File: config.mk
export PLATFORM = sky130hd
export DESIGN_NAME = imem_port_arbiter
export DESIGN_NICKNAME = d
export VERILOG_FILES = /design/src/rtl/imem_port_arbiter.sv
export SDC_FILE = /design/constraint.sdc
export NUM_CORES = 1
export LEC_CHECK = 0
export CAP_MARGIN = 5
export CORE_AREA = 2 2 104 106
export CTS_BUF_LIST = sky130_fd_sc_hd__clkbuf_8
export DETAILED_ROUTE_END_ITERATION = 8
export DIE_AREA = 0 0 106 108
export GPL_ROUTABILITY_DRIVEN = 0
export PLACE_DENSITY = 0.61
export SLEW_MARGIN = 25
export SYNTH_ARGS = -nofsm -noshare
export SYNTH_HDL_FRONTEND = slang
export SYNTH_SLANG_ARGS = --single-unit
File: constraint.sdc
create_clock -name clk -period 1.87 [get_ports clk]
set_input_delay 0.2805 -clock clk [delete_from_list [all_inputs] [get_ports clk]]
set_output_delay 0.2805 -clock clk [all_outputs]
set_load 0.02 [all_outputs]
File: src/rtl/imem_port_arbiter.sv
// Single-port instruction SRAM arbiter between fetch (read-only) and a loader/debug port.
// Loader has priority, but only until it has won MAX_BURST grants in a row while fetch waits.
module imem_port_arbiter #(
    parameter int WIDTH     = 32,
    parameter int DEPTH     = 1024,
    parameter int MAX_BURST = 4
) (
    input  logic             clk,
    input  logic             rst_n,
    input  logic             fetch_req,
    input  logic [WIDTH-1:0] fetch_addr,
    output logic             fetch_gnt,
    output logic             fetch_rvalid,
    output logic [WIDTH-1:0] fetch_rdata,
    input  logic             ldr_valid,
    input  logic             ldr_write,
    input  logic [WIDTH-1:0] ldr_addr,
    input  logic [WIDTH-1:0] ldr_wdata,
    output logic             ldr_ready,
    output logic             ldr_rvalid,
    output logic [WIDTH-1:0] ldr_rdata,
    output logic             mem_enable,
    output logic             mem_write,
    output logic [WIDTH-1:0] mem_address,
    output logic [WIDTH-1:0] mem_wdata,
    input  logic [WIDTH-1:0] mem_rdata
);

    if (MAX_BURST < 1 || MAX_BURST > 15 || DEPTH < 1) begin : g_bad_cfg
        $error("imem_port_arbiter: MAX_BURST must be 1..15 and DEPTH positive");
    end

    typedef enum logic [1:0] {OWN_NONE, OWN_FETCH, OWN_LDR} owner_t;

    localparam logic [3:0] BURST_CAP = 4'(MAX_BURST);

    owner_t     owner;
    logic [3:0] cnt;
    logic       ldr_win;
    logic       fetch_win;

    // Grants are gated by rst_n so nothing is accepted while reset is held.
    always_comb begin
        ldr_win   = rst_n && ldr_valid && !(fetch_req && cnt == BURST_CAP);
        fetch_win = rst_n && fetch_req && !ldr_win;
    end

    assign ldr_ready   = ldr_win;
    assign fetch_gnt   = fetch_win;
    assign mem_enable  = ldr_win || fetch_win;
    assign mem_write   = ldr_win && ldr_write;
    assign mem_address = ldr_win ? ldr_addr : fetch_addr;
    assign mem_wdata   = ldr_win ? ldr_wdata : '0;

    // A read issued just before reset must not surface in the reset cycle.
    assign fetch_rvalid = rst_n && (owner == OWN_FETCH);
    assign ldr_rvalid   = rst_n && (owner == OWN_LDR);
    assign fetch_rdata  = mem_rdata;
    assign ldr_rdata    = mem_rdata;

    always_ff @(posedge clk) begin
        if (!rst_n) begin
            cnt   <= 4'd0;
            owner <= OWN_NONE;
        end else begin
            if (ldr_win && fetch_req)
                cnt <= cnt + 4'd1;
            else
                cnt <= 4'd0;

            if (fetch_win)
                owner <= OWN_FETCH;
            else if (ldr_win && !ldr_write)
                owner <= OWN_LDR;
            else
                owner <= OWN_NONE;
        end
    end

endmodule

==> reports/metrics.yaml <==
outcome: "finished with violations"
violations: "negative setup slack"
syn-cell-area_um2: 1500
critPathLaunch: "cnt[0]"
power_density_nw_per_um2: 325.3
finalHoldViolations: 0
worstPathMaxFanout: 6
cap_violations: 0
crit_top_cell: "buf_6"
ant_nets: 0
max_stage_delay_ns: 0.32
relSlewSlack: 0.8483
drc: 0
r2r_end: "cnt[1]"
numCtsBuffers: 3
num_vias: 1620
leakagePower_uw: 0.001646
via_per_inst: 3.657
post-place-ws_ns: -0.6063
io-pin-count: 267
wire_per_inst_um: 13.45
grt_pass1_wl_um: 8004
synthTopCellsByArea: "buf_4, mux2_4, and2_1"
fin_crit_ns: 2.142
async_reset_ff_frac: 0
synth_common_cells: "buf_4, and2_1, mux2_4"
cp-start-kind: "flip-flop"
synth.most_common_cell: "buf_4"
clock_latency_ns: 0.22
diodes: 0
dp.cells: 408
ys_seq_area_frac: 0.08007
grtUsageMet3: 0.03195
num_rows: 37
hold_depth: 2
path_cells: "inv_2 -> ha_4 -> nand4b_1 -> and3_4 -> buf_12 -> buf_16 -> buf_6 -> mux2_4 -> buf_6"
top_usage_layer: "met2"
setup_viol: 59
ff2ff_path_depth: 10
ys.flop_type: "dfxtp_1"
track_usage: 0.08681
syn_inst: 164
postSynthAreaPerCell_um2: 9.147
instances_no_fill: 443
power_uw: 1162
rsz0062_at_grt: "true"
start_util: 0.1466
grt-ovfl-total: 0
synth_edf_count: 0
peakVddDrop_uv: 245.4
clock_path_buffers: 2
path_buf_inv: 5
r2r-start: "cnt[1]"
fin_crit_sh: 1.145
cts_num_sinks: 6
routed_wl_um: 5958
worstSetupPathType: "flip-flop to output pin"
worstHoldPathType: "flip-flop to flip-flop"
use_met2: 0.1779
worst_slack_ns: -0.2720
syn_to_final_growth_pct: 138.1
min-delay-start: "cnt[0]"
required_ns: 1.59
layout-drive-gt1-share: 0.5961
cpLargestDelayFamily: "buffers and inverters"
root_buffer: "clkbuf_8"
yosysTopAreaCell: "buf_4"
fp.dieH_um: 108
fmax_mhz: 466.9
nNetsFinal: 444
yosysTopAreaCellShare: 0.3203
h-tree-depth: 1
clock_skew_ns: 0.003091
drtIter0Drc: 39
grt_max_degree: 23
ys_warn_count: 0
cp.depth: 9
clkTransAtPathRegs_ns: 0.04
rrSetupSlack_ns: 0.17
slew_violations: 0
critPathCapture: "mem_address[19]"
die-area_um2: 11450
die_w_um: 106
critPathArrivalTime_ns: 1.86
yosysUniqueCellTypes: 21
hold_buffers: 0
synth_fp_nets: 299
crit_path_end_kind: "output pin"
portBuffers: 170
slowest_stage: "dfxtp_2"
tightest_slew_ns: 0.2284
ys_ff_latch: 6
cts_tree: "yes"
first_pass_iters: 3
grt_pass1_vias: 1703
met1_usage: 0.08074
grt_antenna_before_repair: 0
dp_hpwl_um: 3864
postLayoutCoreUtil: 0.3492
core-area_um2: 10230
==> cells by family after synthesis <==
kind of cell | Yosys count | share of synthesized area
adder cells (fa/ha/maj) | 2 | 0.01668
flip-flops | 6 | 0.08007
AO/OA/AOI/OAI | 1 | 0.005006
multiplexers | 32 | 0.3128
buffers and inverters | 74 | 0.3837
XOR/XNOR | 2 | 0.01168
AND/OR/NAND/NOR | 47 | 0.1902
==> through the flow <==
step | hold slack (ns) | instance area (um^2) | TNS (ns)
4_1_cts | 0.5429 | 3198 | -11.37
5_1_grt | 0.5610 | 3572 | -14.76
3_5_place_dp | 0.5200 | 2905 | -34.07
6_report | 0.5450 | 3572 | -10.46
2_1_floorplan | 0.3521 | 1500 | 0
3_3_place_gp | 0.5171 | 2905 | -32.69
==> worst register-to-register path: stages (launching register included) <==
cell and delay, ns:
dfxtp_2 0.31, inv_2 0.06, ha_4 0.12, nand4b_1 0.09, and3_4 0.21, buf_12 0.14, buf_8 0.13, buf_4 0.13
buf_6 0.11, buf_4 0.13, and3_1 0.16
==> power by group <==
group,internal (uW),switching (uW),leakage (uW)
Sequential,132,1.50,0.0000498
Combinational,550,285,0.00157
Clock,138,55.9,0.0000216
Total,820,342,0.00165
==> cells in the final DEF (no fill, tap or decap) <==
cell              n
clkdlybuf4s50_1  99
buf_6            70
and2_4           32
mux2_4           32
buf_4            16
buf_2             7
buf_12            6
and3_1            4
buf_16            4
dfxtp_1           4
dlygate4sd2_1     4
clkbuf_8          3
clkbuf_16         3
inv_2             2
nand2_1           2
nor2_1            2
dfxtp_2           2
buf_8             2
nand4b_1          1
and3_4            1
and3b_1           1
nor2_4            1
o21a_1            1
and2_1            1
nand3_1           1
xnor2_1           1
xor2_1            1
nor2b_1           1
ha_4              1
ha_1              1
clkbuf_2          1
==> layout make-up <==
class | instances | area [um^2]
Sequential cell | 6 | 122.6
Clock buffer | 3 | 41.29
Multi-Input combinational cell | 84 | 920.9
Fill cell | 1026 | 6659
Timing Repair Buffer | 212 | 2310
Inverter | 2 | 7.507
Tap cell | 136 | 170.2
==> timing repair <==
item                                   4_1_cts  5_1_grt
gates resized for setup                    364       91
buffers inserted                            18        6
cloned                                       5        4
setup endpoints to repair                   70       63
endpoints found under the hold margin        0        0
pin swaps                                    4       16
==> worst min-delay path by stage <==
stage                           end  slack, ns
finish                       cnt[0]       0.54
global route        fetch_rdata[29]       0.56
CTS                          cnt[0]       0.54
detailed placement           cnt[0]       0.52
global placement             cnt[0]       0.52
floorplan                  owner[1]       0.35
==> flip-flops by register name, indices dropped and copies added, names as in the netlist <==
register / count
owner: 2
cnt: 4
==> metal layers <==
layer  part of all wire  up-vias
met4              0.011        0
met5                  0        -
met1               0.33      710
met3               0.13       11
met2               0.53      145
li1                   -      754
No activity file was read; power rests on OpenSTA's default activity.
